### src/rtl/y86_pkg.sv
// Shared encodings for the Y86-64 stage sequencer: opcodes, memory status,
// stage codes and the per-opcode decode predicates.
package y86_pkg;

    localparam logic [3:0] IHALT   = 4'h0;
    localparam logic [3:0] INOP    = 4'h1;
    localparam logic [3:0] IRRMOVQ = 4'h2;
    localparam logic [3:0] IIRMOVQ = 4'h3;
    localparam logic [3:0] IRMMOVQ = 4'h4;
    localparam logic [3:0] IMRMOVQ = 4'h5;
    localparam logic [3:0] IOPQ    = 4'h6;
    localparam logic [3:0] IJXX    = 4'h7;
    localparam logic [3:0] ICALL   = 4'h8;
    localparam logic [3:0] IRET    = 4'h9;
    localparam logic [3:0] IPUSHQ  = 4'hA;
    localparam logic [3:0] IPOPQ   = 4'hB;

    typedef enum logic [1:0] {
        STAT_AOK = 2'd0,
        STAT_HLT = 2'd1,
        STAT_ADR = 2'd2,
        STAT_INS = 2'd3
    } stat_t;

    typedef enum logic [2:0] {
        IDLE      = 3'd0,
        FETCH     = 3'd1,
        DECODE    = 3'd2,
        EXECUTE   = 3'd3,
        MEMORY    = 3'd4,
        WRITEBACK = 3'd5,
        HALT      = 3'd6,
        ERROR     = 3'd7
    } stage_t;

    function automatic logic needs_mem(input logic [3:0] ic);
        return ic inside {IRMMOVQ, IMRMOVQ, ICALL, IRET, IPUSHQ, IPOPQ};
    endfunction

    function automatic logic mem_is_write(input logic [3:0] ic);
        return ic inside {IRMMOVQ, ICALL, IPUSHQ};
    endfunction

    function automatic logic needs_wb(input logic [3:0] ic);
        return ic inside {IRRMOVQ, IIRMOVQ, IMRMOVQ, IOPQ, ICALL, IRET, IPUSHQ, IPOPQ};
    endfunction

endpackage

### src/rtl/mem_wait_timer.sv
// Counts unacknowledged memory-request cycles; expired flags the last
// permitted wait cycle so the sequencer can bail out on the next edge.
module mem_wait_timer #(
    parameter int TIMEOUT = 15
) (
    input  logic clk,
    input  logic rst_n,
    input  logic clear,
    input  logic waiting,
    output logic expired
);

    localparam logic [7:0] LAST = 8'(TIMEOUT - 1);

    logic [7:0] count;

    // An ack in this cycle drops waiting, so the ack always wins over expiry.
    assign expired = waiting && (count == LAST);

    always_ff @(posedge clk or negedge rst_n) begin
        if (!rst_n)
            count <= '0;
        else if (clear)
            count <= '0;
        else if (waiting && count != 8'hFF)
            count <= count + 8'd1;
    end

endmodule

### src/rtl/y86_stage_ctrl.sv
// Multi-cycle stage sequencer: steps each instruction through the five stages,
// arbitrates the shared memory port and generates the datapath enables.
module y86_stage_ctrl
    import y86_pkg::*;
#(
    parameter int MEM_TIMEOUT = 15,
    parameter int CNT_W       = 32
) (
    input  logic             clk,
    input  logic             rst_n,
    input  logic             run,
    input  logic [3:0]       icode,
    input  logic [1:0]       stat,
    input  logic             mem_ack,
    output logic             mem_req,
    output logic             mem_sel,
    output logic             mem_we,
    output logic             fetch_en,
    output logic             cc_en,
    output logic             reg_we,
    output logic             pc_en,
    output logic [2:0]       state,
    output logic             halted,
    output logic             error,
    output logic [CNT_W-1:0] cycle_cnt,
    output logic [CNT_W-1:0] instr_cnt
);

    stage_t stateQ, stateNext;
    logic   tmrExpired, tmrClear, waiting, statOk;

    // Request is a pure function of state so the timer sees no loop through the FSM.
    assign mem_req = (stateQ == FETCH) || (stateQ == MEMORY);
    assign waiting = mem_req && !mem_ack;
    assign statOk  = (stat_t'(stat) == STAT_AOK);
    assign tmrClear = mem_ack || (stateNext != stateQ);

    assign state  = stateQ;
    assign halted = (stateQ == HALT);
    assign error  = (stateQ == ERROR);

    mem_wait_timer #(.TIMEOUT(MEM_TIMEOUT)) uTimer (
        .clk     (clk),
        .rst_n   (rst_n),
        .clear   (tmrClear),
        .waiting (waiting),
        .expired (tmrExpired)
    );

    always_comb begin
        stateNext = stateQ;
        mem_sel   = 1'b0;
        mem_we    = 1'b0;
        fetch_en  = 1'b0;
        cc_en     = 1'b0;
        reg_we    = 1'b0;
        pc_en     = 1'b0;
        case (stateQ)
            IDLE:
                if (run) stateNext = FETCH;
            FETCH: begin
                if (mem_ack) begin
                    fetch_en  = 1'b1;
                    stateNext = statOk ? DECODE : ERROR;
                end else if (tmrExpired) begin
                    stateNext = ERROR;
                end
            end
            DECODE: begin
                if (icode > IPOPQ)
                    stateNext = ERROR;
                else if (icode == IHALT)
                    stateNext = HALT;
                else
                    stateNext = EXECUTE;
            end
            EXECUTE: begin
                cc_en     = (icode == IOPQ);
                stateNext = needs_mem(icode) ? MEMORY : WRITEBACK;
            end
            MEMORY: begin
                mem_sel = 1'b1;
                mem_we  = mem_is_write(icode);
                if (mem_ack)
                    stateNext = statOk ? WRITEBACK : ERROR;
                else if (tmrExpired)
                    stateNext = ERROR;
            end
            WRITEBACK: begin
                reg_we    = needs_wb(icode);
                pc_en     = 1'b1;
                stateNext = run ? FETCH : IDLE;
            end
            HALT:    stateNext = HALT;
            ERROR:   stateNext = ERROR;
            default: stateNext = ERROR;
        endcase
    end

    always_ff @(posedge clk or negedge rst_n) begin
        if (!rst_n) begin
            stateQ    <= IDLE;
            cycle_cnt <= '0;
            instr_cnt <= '0;
        end else begin
            stateQ <= stateNext;
            if (stateQ inside {FETCH, DECODE, EXECUTE, MEMORY, WRITEBACK} && cycle_cnt != '1)
                cycle_cnt <= cycle_cnt + CNT_W'(1);
            if (pc_en && instr_cnt != '1)
                instr_cnt <= instr_cnt + CNT_W'(1);
        end
    end

endmodule
### config.mk
export PLATFORM = sky130hd
export DESIGN_NAME = y86_stage_ctrl
export DESIGN_NICKNAME = d
export VERILOG_FILES = /design/src/rtl/y86_pkg.sv /design/src/rtl/mem_wait_timer.sv /design/src/rtl/y86_stage_ctrl.sv
export SDC_FILE = /design/constraint.sdc
export NUM_CORES = 1
export LEC_CHECK = 0
export CORE_MARGIN = 1.5
export CORE_UTILIZATION = 51
export CTS_BUF_LIST = sky130_fd_sc_hd__clkbuf_16
export DETAILED_ROUTE_END_ITERATION = 16
export MAX_ROUTING_LAYER = met4
export PLACE_DENSITY = 0.85
export SLEW_MARGIN = 20
export SYNTH_ARGS = -nofsm -noshare
export SYNTH_HDL_FRONTEND = slang
export SYNTH_SLANG_ARGS = --single-unit
### constraint.sdc
create_clock -name clk -period 2.1 [get_ports clk]
set_input_delay 0.21 -clock clk [delete_from_list [all_inputs] [get_ports clk]]
set_output_delay 0.21 -clock clk [all_outputs]
set_load 0.1 [all_outputs]
==> run summary, run 1 <==
The flow ran to the end, and the final reports show no timing, DRC or antenna violations. The power per cell area came out at 1168 mW/mm2. The clock network is responsible for 25.0% of the overall power. The wire length of the first global-routing pass came out at 15850 um.

The core region area is 0.007647 mm2. The maximum resistive drop on vdd is 1.254 mV. Total power for the finished layout comes to 6.396 mW. The count of buffers added by post-CTS timing repair for setup is 0.

Before antenna repair, the detailed router went through 4 iterations. The synthesized netlist occupies a cell area of 0.003990 mm2. The total count of hold-check failures in the final report is 0. The antenna violation net count after detailed routing came out at 0.

The share of final-layout standard cells stronger than drive strength 1 came out at 40.51%. Combinational logic is responsible for 45.5% of the overall power. Routability-driven placement finished with a final weighted congestion of 0.9174. The setup slack after placement is 4.373 ps. The smallest clock period supported by the final layout is computed as 2037 ps. Leaving out fill and tap cells, the most frequent cells in the layout are 84 x sky130_fd_sc_hd__buf_4, 59 x sky130_fd_sc_hd__dfrtp_2, 38 x sky130_fd_sc_hd__xnor2_1, 35 x sky130_fd_sc_hd__nand3_1, 30 x sky130_fd_sc_hd__nand2_1. The boundary pin count is 86. After detailed routing, no signal wire sits above met4. The HPWL after detailed placement is 6606 um. The floorplan die area is 0.008363 mm2. The count of vias placed by the detailed router came out at 3450. The count of placed standard cells including taps is 592.

For this configuration, the core starts out at a cell density of 52.18%. The number of clock sinks is 75. The number of antenna violations at the first check in global routing is 0. The max-slew headroom at the worst pin came out at 56.15%. The internal power summed over all cells came out at 3.482 mW. In the final timing run, aggregate negative setup slack is 0 ps. Wires add up to 9443 um. The library cell used most frequently in the layout, excluding fill and tap cells, is sky130_fd_sc_hd__buf_4. Sequential cells were found to cover 47.04% of the synthesized design area.

The share of flip-flops with an asynchronous set or reset after synthesis is 100.0%. Per report_power, the sequential group accounts for 29.5% of the total. Global routing finished with a remaining overflow of 0. The mean number of vias per cell is 5.674. For the final database, setup skew stands at 6.687 ps. Summed over all cells, the static leakage comes to 2.372 nW. The number of antenna diodes in the final layout is 0. The insertion delay of the later-clocked pin in the worst-skew pair is 330 ps. The biggest fanout along the worst timing path came out at 12. The analysis attributes to net switching a power of 2.914 mW. The kind of end point of the critical path is an output pin. The count of final max-slew check failures is 0. Dividing the final minimum period by the clock period gives 97.01%. The highest clock rate came out at 490.9 MHz.

The final count of negative-setup-slack endpoints came out at 0. The data required time at the worst endpoint is 1890 ps. The level count of the clock H-tree is 3. After detailed routing, the wire length on met1 is 4231 um. The average instance in the mapped netlist occupies 10.00 um2. The worst-margin pin slew is 652.8 ps. The number of remaining DRC errors is 0.

The worst path setup slack after routing came out at 62.79 ps. The critical path in this run is classified as reg -> out. The maximum number of pins on one net before global-route repair is 76. Fill cells in the final layout number 546. Clock tree synthesis selected as its root buffer the cell sky130_fd_sc_hd__clkbuf_16.

The per-cell routed wire length came out at 15.53 um. TritonCTS built the clock tree. The die outline width is 91.45 um. No sink is reached through more buffers than the 2 on the longest clock path. The proportion of total power due to net switching came out at 45.56%. The type of the worst min-delay path is in -> async. The number of clock buffers added by TritonCTS is 9. The most used flip-flop cell after synthesis is sky130_fd_sc_hd__dfrtp_1. The number of violations of the max-capacitance limit is 0. After clock tree synthesis, the clock-pin slew on the worst setup and hold paths is 60 ps. The cell count after synthesis came out at 399. Relative to the synthesized area, the layout overhead comes to 37.25%. Detailed routing placed a total of 4591 um of wire on met2. In this run, distinct cell masters in the synthesized netlist total 55. The number of global-route vias before repair came out at 3377. Setup repair after global routing left no endpoint under its margin. The final net count is 516. In this run, synthesis produced a sequential element count of 75. The launching element type of the critical path is a register.

The critical path data arrival time is 1830 ps. The overall global routing resource usage came out at 24.25%. The post-route core utilization is 71.61%. Summed over all nets, wire length on met3 after detailed routing comes to 439 um. The count of buffers added on input and output ports is 85. Counting flops with a built-in enable in the synthesized netlist gives 0. The total number of placement rows came out at 32.

The floorplan die height came out at 91.45 um. The count of cells in the finished layout, fillers not included, comes to 608. The total of warnings raised by yosys is 0. Counting every net in the synthesized netlist gives 413. The iteration-0 DRC count of the detailed router came out at 135.
worst paths after layout:
kind                                       to  slack, ps          start  depth (start not counted)
min in group clk                instr_cnt[21]        480  instr_cnt[21]                          1
max in group asynchronous       instr_cnt[25]       1320          rst_n                          3
worst max register to register  cycle_cnt[28]        160  cycle_cnt[14]                          6
worst min-delay path            cycle_cnt[27]        430          rst_n                          3
worst max-delay path                    cc_en         60       state[2]                          4
worst min register to register  instr_cnt[21]        480  instr_cnt[21]                          1
worst max-delay path, cell delays in order (launching register included):
cell                       delay (ps)
sky130_fd_sc_hd__dfrtp_4          550
sky130_fd_sc_hd__nand2b_1         220
sky130_fd_sc_hd__buf_4            190
sky130_fd_sc_hd__nor4_4           310
sky130_fd_sc_hd__buf_12           210
cells in the mapped netlist, drive strengths merged, types with 2 or more instances:
cell / n / share of area, %
a21oi: 8 / 1.1
nand2b: 5 / 0.85
buf: 9 / 1.5
a31oi: 4 / 0.63
or4: 3 / 0.66
nor3b: 2 / 0.38
ha: 4 / 1.3
a2111oi: 2 / 0.60
and3: 18 / 2.8
xnor2: 38 / 8.3
o21ai: 4 / 0.50
nor2: 28 / 2.6
o21a: 2 / 0.38
o31ai: 2 / 0.38
mux2: 2 / 0.56
xor2: 27 / 5.9
and4: 4 / 0.88
nor4: 11 / 2.0
and2: 7 / 1.1
nand3: 37 / 4.8
or2: 2 / 0.31
clkbuf: 3 / 0.28
inv: 13 / 1.2
nand4: 22 / 3.6
dfrtp: 75 / 47
nor3: 15 / 2.3
nand2: 32 / 3.2
nand4b: 4 / 0.88
or3b: 2 / 0.44
through the flow:
step	instance area, um2	hold slack, ps
CTS	5463	467.1
finish	5477	431.2
global route	5477	500.4
floorplan	4220	-85.59
global placement	5145	269.4
detailed placement	5145	271.0
power by group through the flow:
stage | Combinational (mW) | Clock (mW) | Sequential [mW]
2_1_floorplan | 1.39 | 0 | 2.78
3_3_place_gp | 2.86 | 0 | 1.89
3_5_place_dp | 2.90 | 0 | 1.90
4_1_cts | 2.91 | 1.62 | 1.88
5_1_grt | 3.04 | 1.68 | 1.92
6_report | 2.91 | 1.60 | 1.89
per-layer routing:
layer,global-route usage (%),up-vias
met5,-,-
met4,8.984,0
met3,4.941,19
li1,-,1633
met2,38.31,115
met1,30.88,1683
registers in the layout (all words and copies together), names as in the netlist:
register      cells
uTimer.count      8
state             3
instr_cnt        32
cycle_cnt        32
final cells by class:
class / instances / area [um2] / area share [%]
repair buffers: 104 / 925.9 / 16.91
clock buffers: 9 / 225.2 / 4.112
well taps: 102 / 127.6 / 2.330
clock inverters: 6 / 82.58 / 1.508
inverters: 13 / 48.80 / 0.8910
flip-flops and latches: 75 / 1969 / 35.96
multi-input cells: 299 / 2097 / 38.29
kinds of logic (layout without fill, tap and decap cells):
kind of cell             Yosys count  in the layout  share of synthesized area, %
buffers and inverters             25            132                         3.042
adder cells (fa/ha/maj)            4              4                         1.254
AND/OR/NAND/NOR                  195            195                         27.63
AO/OA/AOI/OAI                     33             33                         6.209
flip-flops                        75             75                         47.04
XOR/XNOR                          65             65                         14.27
multiplexers                       2              2                        0.5644
repair_timing:
| item | CTS | global route |
|---|---|---|
| hold buffers | 1 | 0 |
| endpoints found under the hold margin | 75 | 0 |
| endpoints found under the setup margin | 0 | 9 |
| gates resized for setup | 0 | 3 |
(Power assumes the default switching activity.)
==> inputs of run 2 (changes only) <==
- CTS_CLUSTER_SIZE: unset -> 28
==> results of run 2 <==
Same layout as run 1: the final DEF is identical, and so are final timing and power.
==> inputs of run 3 (changes only) <==
- SLEW_MARGIN: 20 -> unset
==> results of run 3 <==
Same layout as run 1: the final DEF is identical, and so are final timing and power.
